**config.mk**
```make
export PLATFORM = sky130hd
export DESIGN_NAME = pipeline_hazard_ctrl
export DESIGN_NICKNAME = d
export VERILOG_FILES = /design/src/rtl/pipeline_hazard_ctrl.sv
export SDC_FILE = /design/constraint.sdc
export NUM_CORES = 1
export LEC_CHECK = 0
export CAP_MARGIN = 20
export CORE_MARGIN = 8
export CORE_UTILIZATION = 30
export DETAILED_ROUTE_END_ITERATION = 6
export HOLD_SLACK_MARGIN = 0.06
export MAX_ROUTING_LAYER = met4
export SLEW_MARGIN = 20
export SYNTH_ARGS = -nofsm -noshare
export SYNTH_HDL_FRONTEND = slang
export SYNTH_SLANG_ARGS = --single-unit
```
**constraint.sdc**
```tcl
create_clock -name clk -period 2.4 [get_ports clk]
set_input_delay 0.24 -clock clk [delete_from_list [all_inputs] [get_ports clk]]
set_output_delay 0.24 -clock clk [all_outputs]
set_load 0.1 [all_outputs]
```
**src/rtl/pipeline_hazard_ctrl.sv**
```systemverilog
`default_nettype none
// ============================================================================
//  Module      : pipeline_hazard_ctrl
//  Description : Hazard and stall scheduler for a 5-stage RV32I pipeline.
//                Generates stage stall/flush controls, EX-stage forwarding
//                selects, a memory-wait watchdog FSM and a stall-cycle counter.
//  Revision    : 1.0  initial release
// ============================================================================
module pipeline_hazard_ctrl #(
    parameter int TIMEOUT = 256,
    parameter int CNT_W   = 32
) (
    input  logic             clk,
    input  logic             rst,
    input  logic [4:0]       Rs1D,
    input  logic [4:0]       Rs2D,
    input  logic [4:0]       Rs1E,
    input  logic [4:0]       Rs2E,
    input  logic [4:0]       RdE,
    input  logic             MemReadE,
    input  logic [4:0]       RdM,
    input  logic             RegWriteM,
    input  logic [4:0]       RdW,
    input  logic             RegWriteW,
    input  logic             PCSrcE,
    input  logic             MemReqM,
    input  logic             dmem_ready,
    input  logic             imem_ready,
    output logic             StallF,
    output logic             StallD,
    output logic             StallE,
    output logic             StallM,
    output logic             FlushD,
    output logic             FlushE,
    output logic             FlushW,
    output logic [1:0]       ForwardAE,
    output logic [1:0]       ForwardBE,
    output logic             halted,
    output logic [CNT_W-1:0] stall_cycles
);

    localparam int WC_W = $clog2(TIMEOUT) + 1;

    localparam logic [1:0] c_S_RUN   = 2'd0;
    localparam logic [1:0] c_S_DWAIT = 2'd1;
    localparam logic [1:0] c_S_IWAIT = 2'd2;
    localparam logic [1:0] c_S_HALT  = 2'd3;

    localparam logic [WC_W-1:0] c_WAIT_LAST = WC_W'(TIMEOUT - 1);
    localparam logic [WC_W-1:0] c_WAIT_ONE  = WC_W'(1);

    logic [1:0]      r_state;
    logic [1:0]      w_state_nxt;
    logic [WC_W-1:0] r_wait_cnt;
    logic [WC_W-1:0] w_wait_nxt;
    logic            w_dmiss;
    logic            w_imiss;
    logic            w_lwstall;

    assign w_dmiss   = MemReqM && !dmem_ready;
    assign w_imiss   = !imem_ready;
    assign w_lwstall = MemReadE && (RdE != 5'd0) && ((RdE == Rs1D) || (RdE == Rs2D));

    // Forwarding selects: the younger producer in M wins over W; x0 never forwards.
    always_comb begin
        ForwardAE = 2'b00;
        ForwardBE = 2'b00;
        if (!rst) begin
            if (RegWriteM && (RdM != 5'd0) && (RdM == Rs1E))
                ForwardAE = 2'b10;
            else if (RegWriteW && (RdW != 5'd0) && (RdW == Rs1E))
                ForwardAE = 2'b01;
            if (RegWriteM && (RdM != 5'd0) && (RdM == Rs2E))
                ForwardBE = 2'b10;
            else if (RegWriteW && (RdW != 5'd0) && (RdW == Rs2E))
                ForwardBE = 2'b01;
        end
    end

    // State register: the watchdog state and the length of the current wait run.
    always_ff @(posedge clk) begin
        if (rst) begin
            r_state    <= c_S_RUN;
            r_wait_cnt <= '0;
        end else begin
            r_state    <= w_state_nxt;
            r_wait_cnt <= w_wait_nxt;
        end
    end

    // Next-state logic: a dmem miss always restarts/continues a data wait, and a
    // switch between wait kinds restarts the run count at one.
    always_comb begin
        w_state_nxt = r_state;
        w_wait_nxt  = r_wait_cnt;
        case (r_state)
            c_S_RUN: begin
                if (w_dmiss) begin
                    w_state_nxt = c_S_DWAIT;
                    w_wait_nxt  = c_WAIT_ONE;
                end else if (w_imiss) begin
                    w_state_nxt = c_S_IWAIT;
                    w_wait_nxt  = c_WAIT_ONE;
                end else begin
                    w_wait_nxt  = '0;
                end
            end
            c_S_DWAIT: begin
                if (!w_dmiss) begin
                    if (w_imiss) begin
                        w_state_nxt = c_S_IWAIT;
                        w_wait_nxt  = c_WAIT_ONE;
                    end else begin
                        w_state_nxt = c_S_RUN;
                        w_wait_nxt  = '0;
                    end
                end else if (r_wait_cnt == c_WAIT_LAST) begin
                    w_state_nxt = c_S_HALT;
                end else begin
                    w_wait_nxt  = r_wait_cnt + c_WAIT_ONE;
                end
            end
            c_S_IWAIT: begin
                if (w_dmiss) begin
                    w_state_nxt = c_S_DWAIT;
                    w_wait_nxt  = c_WAIT_ONE;
                end else if (!w_imiss) begin
                    w_state_nxt = c_S_RUN;
                    w_wait_nxt  = '0;
                end else if (r_wait_cnt == c_WAIT_LAST) begin
                    w_state_nxt = c_S_HALT;
                end else begin
                    w_wait_nxt  = r_wait_cnt + c_WAIT_ONE;
                end
            end
            default: begin
                w_state_nxt = c_S_HALT;
            end
        endcase
    end

    // Output logic: stall/flush controls follow the same-cycle conditions in
    // fixed priority; the FSM only contributes the HALT freeze.
    always_comb begin
        StallF = 1'b0;
        StallD = 1'b0;
        StallE = 1'b0;
        StallM = 1'b0;
        FlushD = 1'b0;
        FlushE = 1'b0;
        FlushW = 1'b0;
        if (!rst) begin
            if ((r_state == c_S_HALT) || w_dmiss) begin
                StallF = 1'b1;
                StallD = 1'b1;
                StallE = 1'b1;
                StallM = 1'b1;
                FlushW = 1'b1;
            end else if (PCSrcE) begin
                FlushD = 1'b1;
                FlushE = 1'b1;
            end else if (w_lwstall) begin
                StallF = 1'b1;
                StallD = 1'b1;
                FlushE = 1'b1;
            end else if (w_imiss) begin
                StallF = 1'b1;
                FlushD = 1'b1;
            end
        end
    end

    assign halted = (r_state == c_S_HALT);

    // Performance counter: cycles with the fetch stage stalled, saturating.
    always_ff @(posedge clk) begin
        if (rst)
            stall_cycles <= '0;
        else if (StallF && (stall_cycles != {CNT_W{1'b1}}))
            stall_cycles <= stall_cycles + CNT_W'(1);
    end

endmodule
`default_nettype wire

```
==> results.txt <==
* Placed Cells: 589
* Count of nets after finishing: 514
- Number of buffers and inverters on the critical path: 2
- Count of input and output buffers: 87
- Min-Delay Path Depth: 2
* Total routing usage reported by global routing: 0.138
- Core footprint: 9680 um^2
- Number of sinks on the clock net: 43
- Initial Util: 0.305
- Fraction of synthesized area in multiplexers: 0.0351
* Worst min-delay path class: register to register
* Antenna violations before repair: 0
* Largest area contributor in the netlist: dfxtp_1
- The number of nets handed over by synthesis was 419.
- The wire-length estimate of the detail-placed layout is 6770 um.
- IR analysis of the VDD net gives a maximum drop of 0.256 mV.
- After floorplanning, the core was divided into 36 placement rows.
- For this run, design rule violations remaining after detail routing come to 0.
- Total Die Area: 13,300 um^2
* Insertion delay of the later-clocked pin in the worst-skew pair: 0.30 ns
- For the final routed database, the setup TNS stands at 0 ns.
- The kind of cell with the highest combined delay along the critical path is simple AND/OR/NAND/NOR gates.
- Xor/xnor cell area share of the yosys netlist: 0.0918
- For this run the aggregate overflow at the end of global routing stands at 0.
* Total leakage power: 1.54 nW
* Post-detailed-route count of antenna-violating nets: 0
- Of the total synthesized cell area, the portion taken by AND, OR, NAND and NOR gates is 0.316.
- Aggregate routed wire length: 8900 um
- Power density over the cells: 375 nW/um^2
- Clock-pin slew was measured on the worst setup and hold paths at 0.09 ns.
- After detailed routing, the average wire length per cell comes to 14.9 um.
* Final cycle utilization of the critical path: 0.959
- Measured along the x axis, the die boundary spans 115 um.
* Layout overhead on the synthesized area: 46.8%
- Diodes inserted: 0
- TritonCTS built the clock tree.
- Using the TritonRoute via totals, the vias-per-cell ratio works out to 5.23.
* Final worst hold slack: 0.485 ns
- Highest clock rate: 434 MHz
- Leading cell types by total area after synthesis: dfxtp_1 29%, or4_1 6.9%, xor2_1 6.2%, a21oi_1 5.6%, o31ai_1 4.8%
* Element type at the critical path start: primary input
- After detailed placement, the total cell area comes to 4230 um^2.
- Post-layout instance area: 4340 um^2
* Fraction of the mapped netlist area in adder cells: 0.0296
- Number of vias in the routed layout: 3,123
* Final count of pins violating max slew: 0
- Slew Limit Headroom: 0.558
* Biggest fanout along the worst timing path: 2
- The first detailed-routing pass ran for 4 iterations.
- On the critical path, the stage with the largest delay is an instance of or4_4.
* Most used flip-flop cell after synthesis: dfxtp_1
- Entering global routing, the biggest net connects 57 pins.
- For this run, the register share of the synthesized area comes to 0.291.
* Max capacitance violation total: 0
* Endpoint arrival time on the critical path: 2.06 ns
- Counting along the longest clock path gives a buffer depth of 2.
- 88 I/O pins were placed.
* Category of the worst setup path capture point: output pin
* Starting DRC count in detailed routing: 147
- Total setup buffers inserted after CTS: 0
- Number of enable flip-flop cells after synthesis: 0
- Top cells by count, synth: 43 x dfxtp_1, 33 x a21oi_1, 29 x nor2_1, 27 x or4_1, 23 x nand2_1
- Counting buffers and inverters, the worst setup path is 6 cells deep.
- Combinational family with the most area after synthesis: simple AND/OR/NAND/NOR gates
- Unrepaired setup endpoints after global routing: no
- The synthesized netlist occupies a cell area of 2960 um^2.
- The run finished with clean final reports.
- List of cells traversed by the critical path: clkdlybuf4s50_1 > or4_1 > o21ai_1 > or4_4 > nor4_4 > buf_12
- Avg Cell Area, Syn: 8.03 um^2
- Data on the critical path is required at its endpoint by 2.16 ns.
- Actual transition at the worst max-transition pin: 0.663 ns
* Complex-gate fraction of the synthesized area: 0.179
* Leading cell type by number of instances after synthesis: dfxtp_1
* CTS Root Cell: clkbuf_8
- Layout Cells excl Fill: 597
- Warnings, synthesis: 0
* Final critical delay including setup and external delays: 2.30 ns
- CTS built an H-tree with a depth of 2.
- After synthesis, the share of flip-flops with an asynchronous set or reset is 0.
* Global-route wire length before repair: 14,800 um
- Routability-driven placement finished with a final weighted congestion of 0.834.
- In the synthesized netlist, the number of instances is 368.
* Setup violators final: 0
- Number of endpoints with negative hold slack in the final report: 0
- Clock skew on the completed layout was measured at 0.00925 ns.
- Number of buffers inserted by hold repair at cts: 0
- Counting distinct cell types in the post-synthesis netlist gives 53.
- The critical path is of the primary input to output pin type.
- Cell count of the worst reg-to-reg path: 7
- The synthesized design contains 43 register bits.
- Share of layout cells above drive strength 1: 0.289
* Crit path largest cell delay: 0.56 ns
- In this run the vertical extent of the chip is 115 um.
- Total power for the finished layout comes to 0.00163 W.
- Vias in the first global route: 3,065
* Number of buffers added by the clock tree synthesis step: 5
- Area share of the largest cell type after synthesis: 0.291
[per-stage QoR]
stage,utilization,worst slack (ns)
after floorplan,-,-0.259
after global placement,0.437,-0.213
after detailed placement,0.437,-0.268
after CTS,0.446,0.00402
after global routing,0.448,0.00502
final,0.448,0.0981
[cells in the final DEF, fill, tap and decap left out, drive strengths merged, types with 8 or more instances in the layout]
cell           instances
a21oi                 33
buf                   71
clkdlybuf4s50         41
dfxtp                 43
mux2                   8
nand2                 23
nand3                 18
nand4                  8
nor2                  30
nor2b                 11
nor3                  12
o21ai                 12
o31ai                 19
or4                   27
xnor2                 10
xor2                  21
[power breakdown]
part,switching [W],total (W),leakage [nW],internal (W)
clock,0.000262,0.000466,0.0412,0.000204
combinational,0.000238,0.000435,1.13,0.000197
sequential,0.0000126,0.000727,0.365,0.000715
total,0.000513,0.00163,1.54,0.00112
[layer usage]
| layer | routed length (um) | vias to the layer above | GRT usage |
|---|---|---|---|
| met5 | 0 | - | - |
| met2 | 4010 | 94 | 0.217 |
| li1 | - | 1558 | - |
| met1 | 4240 | 1465 | 0.175 |
| met4 | 95 | 0 | 0.0350 |
| met3 | 553 | 6 | 0.0326 |
[path summary, 6_finish.rpt]
path                                                    start  slack, ns                            end
worst min-delay path            stall_cycles[30]$_SDFFE_PP0P_       0.49  stall_cycles[30]$_SDFFE_PP0P_
worst max-delay path                                   RdW[2]        0.1                   ForwardBE[0]
worst max register to register     r_wait_cnt[0]$_SDFFE_PP0P_       0.27     r_wait_cnt[0]$_SDFFE_PP0P_
worst min register to register  stall_cycles[30]$_SDFFE_PP0P_       0.49  stall_cycles[30]$_SDFFE_PP0P_
[worst min-delay path: stages (launching register included)]
cell and delay (ns):
dfxtp_2 0.34, o41ai_1 0.06, a21oi_1 0.05
[what timing repair did]
item / in CTS / in global routing
hold endpoints to repair: 0 / 0
gates cloned: 0 / 0
resized for setup: 1 / 5
setup endpoints to repair: 1 / 24
pin swaps: 1 / 2
[registers in the layout, indices dropped and copies added, names as in the netlist]
name,flops
r_state,2
r_wait_cnt,9
stall_cycles,32
[layout make-up]
class                           instances  area [um^2]
Multi-Input combinational cell        293         2030
Tap cell                              133          166
Timing Repair Buffer                  113         1120
Inverter                                7         26.3
Clock buffer                            6         72.6
Sequential cell                        43          917
Clock inverter                          2         12.5
Fill cell                             950         5340
[cells by family after synthesis]
| logic type | Yosys count |
|---|---|
| multiplexers | 9 |
| flip-flops | 43 |
| XOR/XNOR | 31 |
| AND/OR/NAND/NOR | 161 |
| buffers and inverters | 32 |
| adder cells (fa/ha/maj) | 7 |
| AO/OA/AOI/OAI | 85 |
Power figures use the tool's default switching activity.
